**config.mk**
```make
export PLATFORM = sky130hd
export DESIGN_NAME = spi_slave_responder_flat
export DESIGN_NICKNAME = d
export VERILOG_FILES = /design/src/rtl/spi_slave_responder_if.sv /design/src/rtl/spi_slave_responder.sv /design/src/flat_wrapper.sv
export SDC_FILE = /design/constraint.sdc
export NUM_CORES = 1
export LEC_CHECK = 0
export ABC_AREA = 1
export BUFFER_PORTS_ARGS = -buffer_cell sky130_fd_sc_hd__buf_2
export CAP_MARGIN = 30
export CORE_ASPECT_RATIO = 1.4
export CORE_MARGIN = 3
export CORE_UTILIZATION = 30
export DETAILED_ROUTE_END_ITERATION = 10
export SLEW_MARGIN = 20
export SYNTH_ARGS = -nofsm -noshare
export SYNTH_HDL_FRONTEND = slang
export SYNTH_SLANG_ARGS = --single-unit
```
**constraint.sdc**
```tcl
create_clock -name clk_i -period 1.9 [get_ports clk_i]
set_input_delay 0.095 -clock clk_i [delete_from_list [all_inputs] [get_ports clk_i]]
set_output_delay 0.095 -clock clk_i [all_outputs]
set_load 0.02 [all_outputs]
```
**src/rtl/spi_slave_responder_if.sv**
```systemverilog
// Pin- and handshake-level bundle between the SPI responder and its surroundings.
// The slave modport is the responder's view; master is the driving side (pads + TX source + RX sink).
interface spi_slave_responder_if #(
    parameter int DATA_WIDTH = 8
);
    logic                  sclk_i;
    logic                  cs_ni;
    logic                  mosi_i;
    logic                  miso_o;
    logic                  miso_oe_o;
    logic [DATA_WIDTH-1:0] tx_data_i;
    logic                  tx_valid_i;
    logic                  tx_ready_o;
    logic [DATA_WIDTH-1:0] rx_data_o;
    logic                  rx_valid_o;
    logic                  underrun_o;
    logic                  frame_err_o;
    logic [7:0]            word_cnt_o;
    logic                  busy_o;

    modport slave (
        input  sclk_i, cs_ni, mosi_i, tx_data_i, tx_valid_i,
        output miso_o, miso_oe_o, tx_ready_o, rx_data_o, rx_valid_o,
               underrun_o, frame_err_o, word_cnt_o, busy_o
    );

    modport master (
        output sclk_i, cs_ni, mosi_i, tx_data_i, tx_valid_i,
        input  miso_o, miso_oe_o, tx_ready_o, rx_data_o, rx_valid_o,
               underrun_o, frame_err_o, word_cnt_o, busy_o
    );
endinterface

```
**src/rtl/spi_slave_responder.sv**
```systemverilog
// Mode-0 SPI responder: oversampled sclk/cs_n/mosi, one-cycle RX strobe per word,
// single-entry TX holding register with valid/ready, IDLE_WORD on underrun.
module spi_slave_responder #(
    parameter int                    DATA_WIDTH  = 8,
    parameter int                    SYNC_STAGES = 2,
    parameter logic [DATA_WIDTH-1:0] IDLE_WORD   = '0
) (
    input  logic                 clk_i,
    input  logic                 rst_i,
    spi_slave_responder_if.slave bus
);
    localparam int CNT_W = $clog2(DATA_WIDTH + 1);

    typedef enum logic [1:0] {ST_IDLE, ST_LOAD, ST_SHIFT} state_t;

    logic [SYNC_STAGES-1:0] sclk_sync_q, sclk_sync_d;
    logic [SYNC_STAGES-1:0] cs_sync_q, cs_sync_d;
    logic [SYNC_STAGES-1:0] mosi_sync_q, mosi_sync_d;
    logic [SYNC_STAGES-1:0] settle_q, settle_d;
    logic                   sclk_prev_q, sclk_prev_d;
    logic                   cs_prev_q, cs_prev_d;
    logic                   armed_q, armed_d;

    state_t                 state_q, state_d;
    logic [CNT_W-1:0]       bit_cnt_q, bit_cnt_d;
    logic [DATA_WIDTH-1:0]  tx_shift_q, tx_shift_d;
    logic [DATA_WIDTH-2:0]  rx_shift_q, rx_shift_d;
    logic [DATA_WIDTH-1:0]  rx_data_q, rx_data_d;
    logic                   rx_valid_q, rx_valid_d;
    logic                   underrun_q, underrun_d;
    logic                   frame_err_q, frame_err_d;
    logic [7:0]             word_cnt_q, word_cnt_d;
    logic                   reload_pending_q, reload_pending_d;
    logic [DATA_WIDTH-1:0]  hold_q, hold_d;
    logic                   hold_full_q, hold_full_d;

    logic                   sclk_s, cs_s, mosi_s;
    logic                   rise_sclk, fall_sclk, rise_cs, fall_cs;
    logic                   consume, accept;
    logic [DATA_WIDTH-1:0]  next_word;

    assign sclk_s = sclk_sync_q[SYNC_STAGES-1];
    assign cs_s   = cs_sync_q[SYNC_STAGES-1];
    assign mosi_s = mosi_sync_q[SYNC_STAGES-1];

    assign rise_sclk = sclk_s & ~sclk_prev_q;
    assign fall_sclk = ~sclk_s & sclk_prev_q;
    assign rise_cs   = cs_s & ~cs_prev_q;
    // A frame may only start once cs_n has been seen high at the pin since reset,
    // so a cs_n still held low across reset never opens a frame on its own.
    assign fall_cs   = ~cs_s & cs_prev_q & armed_q;

    always_comb begin : sync_comb
        sclk_sync_d = {sclk_sync_q[SYNC_STAGES-2:0], bus.sclk_i};
        cs_sync_d   = {cs_sync_q[SYNC_STAGES-2:0], bus.cs_ni};
        mosi_sync_d = {mosi_sync_q[SYNC_STAGES-2:0], bus.mosi_i};
        settle_d    = {settle_q[SYNC_STAGES-2:0], 1'b1};
        sclk_prev_d = sclk_s;
        cs_prev_d   = cs_s;
        armed_d     = armed_q | (settle_q[SYNC_STAGES-1] & cs_s);
    end

    assign next_word = hold_full_q ? hold_q : IDLE_WORD;
    assign accept    = bus.tx_valid_i & ~hold_full_q;

    always_comb begin : fsm_comb
        state_d          = state_q;
        bit_cnt_d        = bit_cnt_q;
        tx_shift_d       = tx_shift_q;
        rx_shift_d       = rx_shift_q;
        rx_data_d        = rx_data_q;
        word_cnt_d       = word_cnt_q;
        reload_pending_d = reload_pending_q;
        rx_valid_d       = 1'b0;
        underrun_d       = 1'b0;
        frame_err_d      = 1'b0;
        consume          = 1'b0;
        unique case (state_q)
            ST_IDLE: begin
                if (fall_cs) state_d = ST_LOAD;
            end
            ST_LOAD: begin
                tx_shift_d       = next_word;
                consume          = hold_full_q;
                underrun_d       = ~hold_full_q;
                bit_cnt_d        = '0;
                word_cnt_d       = '0;
                reload_pending_d = 1'b0;
                state_d          = rise_cs ? ST_IDLE : ST_SHIFT;
            end
            ST_SHIFT: begin
                // cs_n release wins over any sclk edge seen in the same cycle
                if (rise_cs) begin
                    state_d          = ST_IDLE;
                    frame_err_d      = (bit_cnt_q != '0);
                    bit_cnt_d        = '0;
                    reload_pending_d = 1'b0;
                    tx_shift_d       = '0;
                end else if (rise_sclk) begin
                    rx_shift_d = {rx_shift_q[DATA_WIDTH-3:0], mosi_s};
                    if (bit_cnt_q == CNT_W'(DATA_WIDTH - 1)) begin
                        rx_data_d        = {rx_shift_q, mosi_s};
                        rx_valid_d       = 1'b1;
                        bit_cnt_d        = '0;
                        reload_pending_d = 1'b1;
                        if (word_cnt_q != 8'hFF) word_cnt_d = word_cnt_q + 8'd1;
                    end else begin
                        bit_cnt_d = bit_cnt_q + CNT_W'(1);
                    end
                end else if (fall_sclk) begin
                    if (reload_pending_q) begin
                        tx_shift_d       = next_word;
                        consume          = hold_full_q;
                        underrun_d       = ~hold_full_q;
                        reload_pending_d = 1'b0;
                    end else begin
                        tx_shift_d = {tx_shift_q[DATA_WIDTH-2:0], 1'b0};
                    end
                end
            end
            default: state_d = ST_IDLE;
        endcase
    end

    // consume needs a full register and accept an empty one, so they never collide
    always_comb begin : hold_comb
        hold_d      = hold_q;
        hold_full_d = hold_full_q;
        if (consume) hold_full_d = 1'b0;
        if (accept) begin
            hold_d      = bus.tx_data_i;
            hold_full_d = 1'b1;
        end
    end

    always_ff @(posedge clk_i) begin
        if (!rst_i) begin
            sclk_sync_q      <= '0;
            cs_sync_q        <= '1;
            mosi_sync_q      <= '0;
            settle_q         <= '0;
            sclk_prev_q      <= 1'b0;
            cs_prev_q        <= 1'b1;
            armed_q          <= 1'b0;
            state_q          <= ST_IDLE;
            bit_cnt_q        <= '0;
            tx_shift_q       <= '0;
            rx_shift_q       <= '0;
            rx_data_q        <= '0;
            rx_valid_q       <= 1'b0;
            underrun_q       <= 1'b0;
            frame_err_q      <= 1'b0;
            word_cnt_q       <= '0;
            reload_pending_q <= 1'b0;
            hold_q           <= '0;
            hold_full_q      <= 1'b0;
        end else begin
            sclk_sync_q      <= sclk_sync_d;
            cs_sync_q        <= cs_sync_d;
            mosi_sync_q      <= mosi_sync_d;
            settle_q         <= settle_d;
            sclk_prev_q      <= sclk_prev_d;
            cs_prev_q        <= cs_prev_d;
            armed_q          <= armed_d;
            state_q          <= state_d;
            bit_cnt_q        <= bit_cnt_d;
            tx_shift_q       <= tx_shift_d;
            rx_shift_q       <= rx_shift_d;
            rx_data_q        <= rx_data_d;
            rx_valid_q       <= rx_valid_d;
            underrun_q       <= underrun_d;
            frame_err_q      <= frame_err_d;
            word_cnt_q       <= word_cnt_d;
            reload_pending_q <= reload_pending_d;
            hold_q           <= hold_d;
            hold_full_q      <= hold_full_d;
        end
    end

    assign bus.miso_o      = tx_shift_q[DATA_WIDTH-1];
    assign bus.miso_oe_o   = (state_q != ST_IDLE);
    assign bus.busy_o      = (state_q != ST_IDLE);
    assign bus.tx_ready_o  = ~hold_full_q;
    assign bus.rx_data_o   = rx_data_q;
    assign bus.rx_valid_o  = rx_valid_q;
    assign bus.underrun_o  = underrun_q;
    assign bus.frame_err_o = frame_err_q;
    assign bus.word_cnt_o  = word_cnt_q;
endmodule

```
**src/flat_wrapper.sv**
```systemverilog
// flat-port wrapper written by rule: the top's interface ports become plain ports
module spi_slave_responder_flat 
#(
    parameter int                    DATA_WIDTH  = 8,
    parameter int                    SYNC_STAGES = 2,
    parameter logic [DATA_WIDTH-1:0] IDLE_WORD   = '0
)
  (clk_i, rst_i, bus_sclk_i, bus_cs_ni, bus_mosi_i, bus_tx_data_i, bus_tx_valid_i, bus_miso_o, bus_miso_oe_o, bus_tx_ready_o, bus_rx_data_o, bus_rx_valid_o, bus_underrun_o, bus_frame_err_o, bus_word_cnt_o, bus_busy_o);
  spi_slave_responder_if #(.DATA_WIDTH(DATA_WIDTH)) bus_i ();
  input  logic clk_i;
  input  logic rst_i;
  input wire logic [$bits(bus_i.sclk_i)-1:0] bus_sclk_i;
  input wire logic [$bits(bus_i.cs_ni)-1:0] bus_cs_ni;
  input wire logic [$bits(bus_i.mosi_i)-1:0] bus_mosi_i;
  input wire logic [$bits(bus_i.tx_data_i)-1:0] bus_tx_data_i;
  input wire logic [$bits(bus_i.tx_valid_i)-1:0] bus_tx_valid_i;
  output wire logic [$bits(bus_i.miso_o)-1:0] bus_miso_o;
  output wire logic [$bits(bus_i.miso_oe_o)-1:0] bus_miso_oe_o;
  output wire logic [$bits(bus_i.tx_ready_o)-1:0] bus_tx_ready_o;
  output wire logic [$bits(bus_i.rx_data_o)-1:0] bus_rx_data_o;
  output wire logic [$bits(bus_i.rx_valid_o)-1:0] bus_rx_valid_o;
  output wire logic [$bits(bus_i.underrun_o)-1:0] bus_underrun_o;
  output wire logic [$bits(bus_i.frame_err_o)-1:0] bus_frame_err_o;
  output wire logic [$bits(bus_i.word_cnt_o)-1:0] bus_word_cnt_o;
  output wire logic [$bits(bus_i.busy_o)-1:0] bus_busy_o;
  assign bus_i.sclk_i = bus_sclk_i;
  assign bus_i.cs_ni = bus_cs_ni;
  assign bus_i.mosi_i = bus_mosi_i;
  assign bus_i.tx_data_i = bus_tx_data_i;
  assign bus_i.tx_valid_i = bus_tx_valid_i;
  assign bus_miso_o = bus_i.miso_o;
  assign bus_miso_oe_o = bus_i.miso_oe_o;
  assign bus_tx_ready_o = bus_i.tx_ready_o;
  assign bus_rx_data_o = bus_i.rx_data_o;
  assign bus_rx_valid_o = bus_i.rx_valid_o;
  assign bus_underrun_o = bus_i.underrun_o;
  assign bus_frame_err_o = bus_i.frame_err_o;
  assign bus_word_cnt_o = bus_i.word_cnt_o;
  assign bus_busy_o = bus_i.busy_o;
  spi_slave_responder #(.DATA_WIDTH(DATA_WIDTH), .SYNC_STAGES(SYNC_STAGES), .IDLE_WORD(IDLE_WORD)) u_core (.clk_i(clk_i), .rst_i(rst_i), .bus(bus_i));
endmodule
```
== After elaboration in Yosys (flattened, before gate mapping) ==
Cells that the tools add are included.

* Register bits after elaboration: 61
* Bits of input ports: 14

* Add/sub/neg operators: 2
* Equality and inequality tests: 15
* Multiplexer cells: 38
* Bitwise gates (word level): 17
* Reduce and logical (&&, ||, !) cells: 14

{| class="wikitable"
|+ Operator list
! cell !! number
|-
| two-way mux 8 bit || 9
|-
| one-hot mux 8 bit (2 select lines) || 2
|-
| two-way mux 1 bit || 16
|-
| two-way mux 4 bit || 3
|-
| AND reduction 3 bit || 4
|-
| != test 2 x 1 -> 1 bit (second input constant) || 5
|-
| NOT 1 bit || 9
|-
| adder 8 x 1 -> 8 bit (second input constant) || 1
|-
| != test 8 bit (second input constant) || 1
|-
| one-hot mux 4 bit (2 select lines) || 1
|-
| bitwise AND 1 bit || 7
|-
| two-way mux 2 bit || 3
|-
| != test 3 x 1 -> 1 bit (second input constant) || 2
|-
| one-hot mux 1 bit (2 select lines) || 3
|-
| one-hot mux 2 bit (3 select lines) || 1
|-
| nonzero test 2 bit || 3
|-
| AND reduction 5 bit || 1
|-
| adder 4 x 1 -> 4 bit (second input constant) || 1
|-
| equality test 4 x 3 -> 1 bit (second input constant) || 1
|-
| != test 4 x 1 -> 1 bit (second input constant) || 1
|-
| != test 4 bit (second input constant) || 1
|-
| AND reduction 2 bit || 2
|-
| AND reduction 4 bit || 1
|-
| nonzero test 4 bit || 1
|-
| 7 further kinds || 7
|}

== Longest topological paths before layout ==
Gate-level depths: netlist (run 1).

* Depth after elaboration: 8
* Gate-level depth with buffers: 11
* Gate-level depth less buffers: 11

== Least setup slack after synthesis (run 1) ==
No wires, ideal clock.

* Kind: register -> register
* Start: register u_core.word_cnt_q[0] (netlist: u_core.bus.word_cnt_o[0])
* End: register u_core.word_cnt_q[6] (netlist: u_core.bus.word_cnt_o[6])
* Arrival time: 1.358 ns
* Data required time: 1.791 ns
* Setup slack: 0.433 ns
* Stages on the path, launching flop included: 11
* Buffers on the path: 0
* Cells stage by stage: dfxtp_1 -> ha_1 -> nand2_1 -> nor2_1 -> nand2_1 -> nor2_1 -> nand2_1 -> nand2_1 -> nand2_1 -> nand2_1 -> inv_1

* Word-level cells in the longest chain between the ends: 6
* Elaborated cells between the ends (all ways): 9

{| class="wikitable"
|+ Ends and longest elaborated chain
! item !! line !! text
|-
| start: declaration || spi_slave_responder.sv:32 || <nowiki>logic [7:0] word_cnt_q, word_cnt_d;</nowiki>
|-
| start signal: assignment || spi_slave_responder.sv:173 || <nowiki>word_cnt_q <= word_cnt_d;</nowiki>
|-
| adder 8 x 1 -> 8 bit || spi_slave_responder.sv:106 || <nowiki>if (word_cnt_q != 8'hFF) word_cnt_d = word_cnt_q + 8'd1;</nowiki>
|-
| two-way mux 8 bit || spi_slave_responder.sv:106 ||
|-
| two-way mux 8 bit || spi_slave_responder.sv:101 || <nowiki>if (bit_cnt_q == CNT_W'(DATA_WIDTH - 1)) begin</nowiki>
|-
| two-way mux 8 bit || spi_slave_responder.sv:99 || <nowiki>end else if (rise_sclk) begin</nowiki>
|-
| two-way mux 8 bit || spi_slave_responder.sv:93 || <nowiki>if (rise_cs) begin</nowiki>
|-
| one-hot mux 8 bit (2 select lines) || spi_slave_responder.sv:78 || <nowiki>unique case (state_q)</nowiki>
|}

Several ways; a longest one is shown, not always the timed one. The select of a mux whose other input is x is not followed.
A chain may end at the register's enable or synchronous reset.

== Final worst setup path (run 1) ==
* Start: register u_core.state_q[1]
* End: register u_core.word_cnt_q[5] (netlist: u_core.bus.word_cnt_o[5])

* Word-level cells in the longest chain between the ends: 3
* Elaborated cells between the ends (all ways): 9

{| class="wikitable"
|+ Ends and longest elaborated chain
! item !! line !! text
|-
| start: declaration || spi_slave_responder.sv:24 || <nowiki>state_t state_q, state_d;</nowiki>
|-
| start signal: assignment || spi_slave_responder.sv:165 || <nowiki>state_q <= state_d;</nowiki>
|-
| equality test 2 bit / equality test 2 x 1 -> 1 bit (equally long branches) || spi_slave_responder.sv:78 ||
|-
| != test 2 x 1 -> 1 bit (no line), or another cell as far along || -- ||
|-
| AND reduction 5 bit (no line) || -- ||
|}

Several ways; a longest one is shown, not always the timed one.

==> results of run 1 <==
## cell type report
class / count / area, um2 / area share, %
flip-flops and latches: 61 / 1220 / 37.5
repair buffers: 44 / 248 / 7.61
clock buffers: 9 / 225 / 6.92
well taps: 105 / 131 / 4.04
clock inverters: 7 / 73.8 / 2.27
inverters: 54 / 205 / 6.30
multi-input cells: 231 / 1150 / 35.4
## tightest hold or removal path, stage by stage
cell and delay, ns:
sky130_fd_sc_hd__buf_2 0.07, sky130_fd_sc_hd__o21ai_0 0.07, sky130_fd_sc_hd__nor2_1 0.07
## through the flow
stage                     instances  total power, uW  instance area, um2  hold WS [ns]
final                           511             3060                3260        0.0145
after global routing            511             3180                3260        0.0430
after CTS                       511             3100                3250       0.00503
after detailed placement        492             1490                2920         0.290
after global placement          492             1480                2920         0.278
after floorplan                 359             1440                2660         0.123
## placed cells by master, fill, tap and decap left out, drive strengths merged
master       count
buf             41
a221oi           1
clkinv           4
dlygate4sd3      3
a21oi           32
clkinvlp         1
bufinv           1
nand3           23
nand4            4
o21ai           44
o21bai           1
nor2            47
xor2             1
ha               8
nand2           61
inv             55
nor3b            1
or2              3
dfxtp           61
a311oi           1
clkbuf           9
a211oi           1
nor3             3
## where the power goes
part	total [uW]	switching, uW	internal (uW)
Sequential	1330	18.9	1310
Combinational	129	78.3	51.1
Clock	1600	586	1020
## logic make-up (layout without fill, tap and decap cells)
group,count (synthesis),after routing,share of synthesized area (%)
compound gates,80,80,15.7
fa+ha+maj,8,8,3.77
simple gates,142,142,23.5
flops,61,61,46.0
xor+xnor,1,1,0.330
buf+inv,67,114,10.7
## final timing paths
path / start / endpoint / cells past startpoint
setup / recovery: u_core.state_q[1]$_SDFFE_PN0P_ / u_core.bus.word_cnt_o[5]$_SDFFE_PN0P_ / 7
hold / removal: bus_tx_data_i[1] / u_core.hold_q[1]$_SDFFE_PN0P_ / 3
setup reg to reg: u_core.state_q[1]$_SDFFE_PN0P_ / u_core.bus.word_cnt_o[5]$_SDFFE_PN0P_ / 7
hold reg to reg: u_core.settle_q[0]$_DFF_P_ / u_core.settle_q[1]$_SDFF_PN0_ / 2
## state kept, by name (all words and copies together), names as in the netlist
name / flops
u_core.cs_prev_q: 1
u_core.rx_shift_q: 7
u_core.sclk_prev_q: 1
u_core.bus.frame_err_o: 1
u_core.settle_q: 2
u_core.state_q: 2
u_core.bus.word_cnt_o: 8
u_core.cs_sync_q: 2
u_core.hold_full_q: 1
u_core.bus.underrun_o: 1
u_core.sclk_sync_q: 2
u_core.hold_q: 8
u_core.armed_q: 1
u_core.reload_pending_q: 1
u_core.bit_cnt_q: 4
u_core.tx_shift_q: 8
u_core.bus.rx_valid_o: 1
u_core.mosi_sync_q: 2
u_core.bus.rx_data_o: 8
## metal layers
metal	global-route usage [%]	share of wire [%]	vias up
met2	20.0	49	41
met1	14.2	45	1056
li1	-	-	1237
met5	0	0	-
met4	5.64	2.0	0
met3	3.44	4.3	9
## timing repair
item | 4_1_cts | 5_1_grt
gates resized for setup | 0 | 1
hold endpoints to repair | 3 | 0
hold buffers | 3 | 0
setup endpoints to repair | 0 | 17
==> impl_results.html, run 1 <==
<table>
<tr><th>Metric</th><th>Value</th></tr>
<tr><th colspan="2">Outcome</th></tr>
<tr><td>Result of the run</td><td>completed</td></tr>
<tr><th colspan="2">Timing</th></tr>
<tr><td>Achievable frequency</td><td>605 MHz</td></tr>
<tr><td>Hold Fails Final Rpt</td><td>0</td></tr>
<tr><td>Final Max Tran Viols</td><td>0</td></tr>
<tr><td>Setup repair after global routing missed its margin</td><td>false</td></tr>
<tr><td>Accumulated negative setup slack</td><td>0 ns</td></tr>
<tr><td>Count of endpoints failing setup in the final report</td><td>0</td></tr>
<tr><td>Tightest Pin Transition</td><td>0.438 ns</td></tr>
<tr><td>Final worst path period need</td><td>1.65 ns</td></tr>
<tr><td>Normalized max-slew margin</td><td>70.8%</td></tr>
<tr><td>Max Clock Skew</td><td>0.00814 ns</td></tr>
<tr><td>Part of the cycle the worst path needs</td><td>87.0%</td></tr>
<tr><td>Post-route setup slack</td><td>0.247 ns</td></tr>
<tr><th colspan="2">Synth</th></tr>
<tr><td>Portion of synthesized cell area occupied by the leading cell type</td><td>46.0%</td></tr>
<tr><td>Prevailing post-synth register cell</td><td>sky130_fd_sc_hd__dfxtp_1</td></tr>
<tr><td>Yosys warnings</td><td>0</td></tr>
<tr><td>Ranking of synthesized cells by area</td><td>sky130_fd_sc_hd__dfxtp_1 46%, sky130_fd_sc_hd__nand2_1 8.1%, sky130_fd_sc_hd__inv_1 7.4%</td></tr>
<tr><td>Most common library cells after synthesis</td><td>61 x sky130_fd_sc_hd__dfxtp_1, 57 x sky130_fd_sc_hd__nand2_1, 52 x sky130_fd_sc_hd__inv_1</td></tr>
<tr><td>Most frequent cell after synthesis</td><td>sky130_fd_sc_hd__dfxtp_1</td></tr>
<tr><td>Net count of the mapped netlist</td><td>381</td></tr>
<tr><td>Distinct cells, synth</td><td>31</td></tr>
<tr><td>Post-synthesis cell type with the largest combined area</td><td>sky130_fd_sc_hd__dfxtp_1</td></tr>
<tr><td>Cell count after synthesis</td><td>359</td></tr>
<tr><td>FFs w/ async S/R, synth</td><td>0%</td></tr>
<tr><td>Sequential cell area fraction in the yosys report</td><td>46.0%</td></tr>
<tr><td>Mapped Area</td><td>2660 um2</td></tr>
<tr><td>Number of flops mapped to enable cells by yosys</td><td>0</td></tr>
<tr><td>Mean Syn Cell Area</td><td>7.40 um2</td></tr>
<tr><td>Flip-flop and latch count after synthesis</td><td>61</td></tr>
<tr><th colspan="2">CTS</th></tr>
<tr><td>Number of levels the H-tree was split into</td><td>3</td></tr>
<tr><td>Clock Path Buffers</td><td>2</td></tr>
<tr><td>Inserted Clock Buffers</td><td>9</td></tr>
<tr><td>Clock tree from TritonCTS</td><td>built</td></tr>
<tr><td>Register clock-pin slew on the reported worst setup and hold paths</td><td>0.06 ns</td></tr>
<tr><td>Post CTS Setup Buffer Count</td><td>0</td></tr>
<tr><td>Root Buffer Master</td><td>sky130_fd_sc_hd__clkbuf_16</td></tr>
<tr><td>Clock sinks</td><td>61</td></tr>
<tr><td>Worst-Skew Late Latency</td><td>0.33 ns</td></tr>
<tr><th colspan="2">Route</th></tr>
<tr><td>Number of search-and-repair iterations in the first detailed-routing pass</td><td>4</td></tr>
<tr><td>Detail Route Antenna Nets</td><td>0</td></tr>
<tr><td>Routed wire length per instance</td><td>11.0 um</td></tr>
<tr><td>Overall routed net length</td><td>5620 um</td></tr>
<tr><td>Drt via density</td><td>4.59</td></tr>
<tr><td>Routed via count</td><td>2343</td></tr>
<tr><td>Initial detailed-routing violation count</td><td>47</td></tr>
<tr><td>Post-route DRC</td><td>0</td></tr>
<tr><th colspan="2">Critical path</th></tr>
<tr><td>Critical path buffer and inverter count</td><td>2</td></tr>
<tr><td>Critical path's slowest cell</td><td>sky130_fd_sc_hd__ha_1</td></tr>
<tr><td>Crit path max-delay family</td><td>simple AND/OR/NAND/NOR gates</td></tr>
<tr><td>Critical path fanouts, max</td><td>8</td></tr>
<tr><td>Element type at the critical path end</td><td>flip-flop</td></tr>
<tr><td>Maximum cell stage delay along the critical path</td><td>0.53 ns</td></tr>
<tr><td>CP dominant cell by count</td><td>sky130_fd_sc_hd__nand2_1</td></tr>
<tr><td>Required arrival time at the worst endpoint</td><td>2.13 ns</td></tr>
<tr><td>Chain of cells forming the critical path</td><td>inv_1 -&gt; ha_1 -&gt; nand4_2 -&gt; nand2_1 -&gt; nand2_1 -&gt; nand2_1 -&gt; inv_1</td></tr>
<tr><td>CP Data Arrival Time</td><td>1.88 ns</td></tr>
<tr><td>CP startpoint kind</td><td>flip-flop</td></tr>
<tr><td>Worst reg-to-reg setup slack</td><td>0.25 ns</td></tr>
<tr><td>Start-to-end type of the worst setup path</td><td>flip-flop to flip-flop</td></tr>
<tr><th colspan="2">Global routing</th></tr>
<tr><td>Global routing usage summed across all routing layers</td><td>12.1%</td></tr>
<tr><td>Global-route wire length before repair</td><td>9780 um</td></tr>
<tr><td>Vias in the first global route</td><td>2225</td></tr>
<tr><td>Antenna violations before repair</td><td>0</td></tr>
<tr><td>Grt ovf</td><td>0</td></tr>
<tr><td>Maximum number of pins on one net before global-route repair</td><td>25</td></tr>
<tr><th colspan="2">Floorplan</th></tr>
<tr><td>Effective utilization at floorplan</td><td>30.8%</td></tr>
<tr><td>Horizontal die dimension</td><td>85.5 um</td></tr>
<tr><td>Die outline height</td><td>117 um</td></tr>
<tr><td>Top Ports</td><td>37</td></tr>
<tr><td>Floorplan row count</td><td>40</td></tr>
<tr><td>Area of the core</td><td>8610 um2</td></tr>
<tr><td>Floorplan die area</td><td>10000 um2</td></tr>
<tr><th colspan="2">Hold path</th></tr>
<tr><td>Worst hold path class</td><td>input port to flip-flop</td></tr>
<tr><th colspan="2">Placement</th></tr>
<tr><td>Port Buffers</td><td>36</td></tr>
<tr><td>Worst slack, placed</td><td>0.116 ns</td></tr>
<tr><td>RD Place Congestion</td><td>0.788</td></tr>
<tr><td>Post-detail-place hpwl</td><td>4200 um</td></tr>
<tr><th colspan="2">Power</th></tr>
<tr><td>Power density over cell area</td><td>941 nW/um2</td></tr>
<tr><td>Max VDD drop</td><td>0.727 mV</td></tr>
<tr><td>Leak</td><td>0.00141 uW</td></tr>
<tr><th colspan="2">Layout</th></tr>
<tr><td>Final #Nets</td><td>423</td></tr>
<tr><td>Share of the core filled with cells</td><td>37.8%</td></tr>
<tr><td>Fill cells</td><td>928</td></tr>
<tr><td>Layout overhead on the synthesized area</td><td>22.6%</td></tr>
<tr><td>Ant diodes</td><td>0</td></tr>
<tr><td>Ratio of cells with drive above 1 in the final layout</td><td>17.2%</td></tr>
<tr><th colspan="2">Flow run</th></tr>
<tr><td>Maximum Capacitance Violations</td><td>0</td></tr>
</table>
Power figures use the tool's default switching activity.
==> run 2, diff against run 1 <==
--- a/config.mk
+++ b/config.mk
@@ -8,10 +8,13 @@
 export ABC_AREA = 1
 export BUFFER_PORTS_ARGS = -buffer_cell sky130_fd_sc_hd__buf_2
 export CAP_MARGIN = 30
+export CELL_PAD_IN_SITES_DETAIL_PLACEMENT = 1
+export CELL_PAD_IN_SITES_GLOBAL_PLACEMENT = 2
 export CORE_ASPECT_RATIO = 1.4
 export CORE_MARGIN = 3
 export CORE_UTILIZATION = 30
 export DETAILED_ROUTE_END_ITERATION = 10
+export PLACE_DENSITY_LB_ADDON = 0.1
 export SLEW_MARGIN = 20
 export SYNTH_ARGS = -nofsm -noshare
 export SYNTH_HDL_FRONTEND = slang
==> run 2 against run 1 <==
Effect of this change:
- sequential power hardly changed
- clock-buffer cell count is 3 higher
- combinational power is 7% higher
- critical path depth is 4 higher
- critical endpoint is now u_core.bus.word_cnt_o[6]$_SDFFE_PN0P_
- critical path type unchanged
- largest power group unchanged
- core utilization is 0.087 points lower
- maximum frequency is 1.2% lower
- die area stayed put
- global-route usage is 3.0 points higher
- highest routed layer unchanged
- register-to-register slack worse by 0.02 ns
==> impl_results.html, run 2 (synthesized netlist as in run 1, its figures left out) <==
<table>
<tr><th>Metric</th><th>Value</th></tr>
<tr><th colspan="2">CTS</th></tr>
<tr><td>Clock sinks</td><td>61 (unchanged)</td></tr>
<tr><td>Number of levels the H-tree was split into</td><td>3 (unchanged)</td></tr>
<tr><td>Post CTS Setup Buffer Count</td><td>0 (unchanged)</td></tr>
<tr><td>Cts repair resizes</td><td>0 (unchanged)</td></tr>
<tr><td>Inserted Clock Buffers</td><td>9 (unchanged)</td></tr>
<tr><td>Root Buffer Master</td><td>sky130_fd_sc_hd__clkbuf_16</td></tr>
<tr><td>Register clock-pin slew on the reported worst setup and hold paths</td><td>0.05 ns (about the same)</td></tr>
<tr><td>Cts hold-fix bufs</td><td>3 (unchanged)</td></tr>
<tr><td>Clock Path Buffers</td><td>2 (unchanged)</td></tr>
<tr><td>Worst-Skew Late Latency</td><td>0.32 ns (about the same)</td></tr>
<tr><td>Clock tree from TritonCTS</td><td>built</td></tr>
<tr><th colspan="2">Route</th></tr>
<tr><td>Post-route DRC</td><td>0 (unchanged)</td></tr>
<tr><td>Routed wire length per instance</td><td>13.0 um (+19%)</td></tr>
<tr><td>Detail Route Antenna Nets</td><td>0 (unchanged)</td></tr>
<tr><td>Routed via count</td><td>2412 (+2.9%)</td></tr>
<tr><td>Drt via density</td><td>4.70 (+2.5%)</td></tr>
<tr><td>Initial detailed-routing violation count</td><td>47 (unchanged)</td></tr>
<tr><td>Number of search-and-repair iterations in the first detailed-routing pass</td><td>4 (unchanged)</td></tr>
<tr><td>Overall routed net length</td><td>6690 um (+19%)</td></tr>
<tr><th colspan="2">Power</th></tr>
<tr><td>Leak</td><td>0.00142 uW (+0.35%)</td></tr>
<tr><td>Power density over cell area</td><td>914 nW/um2 (-2.9%)</td></tr>
<tr><td>Overall power after layout</td><td>2970 uW (-3.1%)</td></tr>
<tr><td>Max VDD drop</td><td>0.656 mV (-9.8%)</td></tr>
<tr><th colspan="2">Timing</th></tr>
<tr><td>Count of endpoints failing setup in the final report</td><td>0 (unchanged)</td></tr>
<tr><td>Part of the cycle the worst path needs</td><td>88.1% (+1.0 points)</td></tr>
<tr><td>Achievable frequency</td><td>598 MHz (-1.2%)</td></tr>
<tr><td>Max Clock Skew</td><td>0.00406 ns (-0.00408 ns)</td></tr>
<tr><td>Tightest Pin Transition</td><td>0.481 ns (+0.0429 ns)</td></tr>
<tr><td>Final worst path period need</td><td>1.67 ns (+0.0198 ns)</td></tr>
<tr><td>Final Max Tran Viols</td><td>0 (unchanged)</td></tr>
<tr><td>Normalized max-slew margin</td><td>67.9% (-2.9 points)</td></tr>
<tr><td>Hold Fails Final Rpt</td><td>0 (unchanged)</td></tr>
<tr><td>Accumulated negative setup slack</td><td>0 ns (unchanged)</td></tr>
<tr><td>Setup repair after global routing missed its margin</td><td>false</td></tr>
<tr><th colspan="2">Global routing</th></tr>
<tr><td>Global-route wire length before repair</td><td>12000 um (+23%)</td></tr>
<tr><td>Global routing usage summed across all routing layers</td><td>15.1% (+3.0 points)</td></tr>
<tr><td>Antenna violations before repair</td><td>0 (unchanged)</td></tr>
<tr><td>Maximum number of pins on one net before global-route repair</td><td>33 (+32%)</td></tr>
<tr><td>Grt ovf</td><td>0 (unchanged)</td></tr>
<tr><td>Vias in the first global route</td><td>2584 (+16%)</td></tr>
<tr><th colspan="2">Layout</th></tr>
<tr><td>Ant diodes</td><td>0 (unchanged)</td></tr>
<tr><td>Most frequent cells in the layout</td><td>61 x sky130_fd_sc_hd__dfxtp_1, 57 x sky130_fd_sc_hd__nand2_1, 52 x sky130_fd_sc_hd__inv_1</td></tr>
<tr><td>Ratio of cells with drive above 1 in the final layout</td><td>17.2% (-0.085 points)</td></tr>
<tr><td>Fill cells</td><td>1102 (+19%)</td></tr>
<tr><td>Layout overhead on the synthesized area</td><td>22.3%</td></tr>
<tr><td>Final #Nets</td><td>425 (+0.47%)</td></tr>
<tr><td>Most common cell after layout, fill and taps aside</td><td>sky130_fd_sc_hd__dfxtp_1</td></tr>
<tr><td>Share of the core filled with cells</td><td>37.7% (-0.087 points)</td></tr>
<tr><th colspan="2">Floorplan</th></tr>
<tr><td>Die outline height</td><td>117 um (unchanged)</td></tr>
<tr><td>Effective utilization at floorplan</td><td>30.8% (unchanged)</td></tr>
<tr><td>Top Ports</td><td>37 (unchanged)</td></tr>
<tr><td>Floorplan die area</td><td>10000 um2 (unchanged)</td></tr>
<tr><td>Area of the core</td><td>8610 um2 (unchanged)</td></tr>
<tr><td>Floorplan row count</td><td>40 (unchanged)</td></tr>
<tr><td>Horizontal die dimension</td><td>85.5 um (unchanged)</td></tr>
<tr><th colspan="2">Outcome</th></tr>
<tr><td>Result of the run</td><td>completed</td></tr>
<tr><th colspan="2">Critical path</th></tr>
<tr><td>CP dominant cell by count</td><td>sky130_fd_sc_hd__nand2_1</td></tr>
<tr><td>Critical path's slowest cell</td><td>sky130_fd_sc_hd__dfxtp_1</td></tr>
<tr><td>Chain of cells forming the critical path</td><td>inv_1 -&gt; ha_1 -&gt; buf_4 -&gt; nand3_1 -&gt; nand2_1 -&gt; inv_1 -&gt; nand4_2 -&gt; nand2_1 -&gt; nand2_1 -&gt; nand2_1 -&gt; inv_1</td></tr>
<tr><td>Maximum cell stage delay along the critical path</td><td>0.33 ns (-0.20 ns)</td></tr>
<tr><td>Critical path buffer and inverter count</td><td>4 (+2)</td></tr>
<tr><td>Critical path fanouts, max</td><td>8 (unchanged)</td></tr>
<tr><td>Start-to-end type of the worst setup path</td><td>flip-flop to flip-flop</td></tr>
<tr><td>Crit path max-delay family</td><td>simple AND/OR/NAND/NOR gates</td></tr>
<tr><td>Element type at the critical path end</td><td>flip-flop</td></tr>
<tr><td>CP startpoint kind</td><td>flip-flop</td></tr>
<tr><td>Required arrival time at the worst endpoint</td><td>2.13 ns (about the same)</td></tr>
<tr><td>Worst reg-to-reg setup slack</td><td>0.23 ns (-0.02 ns)</td></tr>
<tr><td>CP Data Arrival Time</td><td>1.90 ns (+0.02 ns)</td></tr>
<tr><th colspan="2">Placement</th></tr>
<tr><td>RD Place Congestion</td><td>0.763 (-3.2%)</td></tr>
<tr><td>Port Buffers</td><td>36 (unchanged)</td></tr>
<tr><td>Post-detail-place hpwl</td><td>5030 um (+20%)</td></tr>
<tr><th colspan="2">Flow run</th></tr>
<tr><td>Maximum Capacitance Violations</td><td>0 (unchanged)</td></tr>
<tr><th colspan="2">Hold path</th></tr>
<tr><td>Worst hold path class</td><td>input port to flip-flop</td></tr>
</table>
-- run 2: power by group --
| part | leakage, uW | internal, uW | total (uW) | switching [uW] |
|---|---|---|---|---|
| Sequential | 0.000496 | 1310 | 1330 | 15.5 |
| Combinational | 0.000785 | 52.0 | 138 | 85.8 |
| Clock | 0.000138 | 945 | 1500 | 556 |
| Total | 0.00142 | 2310 | 2970 | 657 |
-- run 2: layer usage --
layer  track usage [%]  part of all wire, %  wire (um)  vias up
li1                  -                    -          -     1234
met4              8.12                  2.8        189        0
met1              16.4                   41       2710     1130
met5                 0                    0          0        -
met3              2.67                  2.8        190       13
met2              26.9                   54       3600       35
-- run 2: final cells by class --
type	instances	area (um2)	area share, %
Tap cell	105	131	4.04
Multi-Input combinational cell	231	1150	35.4
Clock buffer	12	256	7.90
Sequential cell	61	1220	37.6
Timing Repair Buffer	46	263	8.09
Inverter	54	205	6.32
Clock inverter	4	22.5	0.693
-- run 2: path summary, 6_finish.rpt --
kind	startpoint	endpoint	depth (start not counted)
worst max-delay path	u_core.state_q[0]$_SDFFE_PN0P_	u_core.bus.word_cnt_o[6]$_SDFFE_PN0P_	11
worst min-delay path	bus_tx_data_i[1]	u_core.hold_q[1]$_SDFFE_PN0P_	3
worst max register to register	u_core.state_q[0]$_SDFFE_PN0P_	u_core.bus.word_cnt_o[6]$_SDFFE_PN0P_	11
worst min register to register	u_core.sclk_sync_q[0]$_SDFF_PN0_	u_core.sclk_sync_q[1]$_SDFF_PN0_	2
-- run 2: worst min-delay path, stage by stage --
cell and delay [ns]:
sky130_fd_sc_hd__buf_2 0.07, sky130_fd_sc_hd__o21ai_0 0.07, sky130_fd_sc_hd__nor2_1 0.07
-- run 2: per-stage QoR --
step | setup slack (ns) | hold slack, ns | cells | area [um2]
2_1_floorplan | 0.433 | 0.123 | 359 | 2660
3_3_place_gp | 0.203 | 0.280 | 494 | 2940
3_5_place_dp | 0.171 | 0.285 | 494 | 2940
4_1_cts | 0.171 | 0.00483 | 513 | 3250
5_1_grt | 0.00781 | 0.0169 | 513 | 3250
6_report | 0.227 | 0.0173 | 513 | 3250
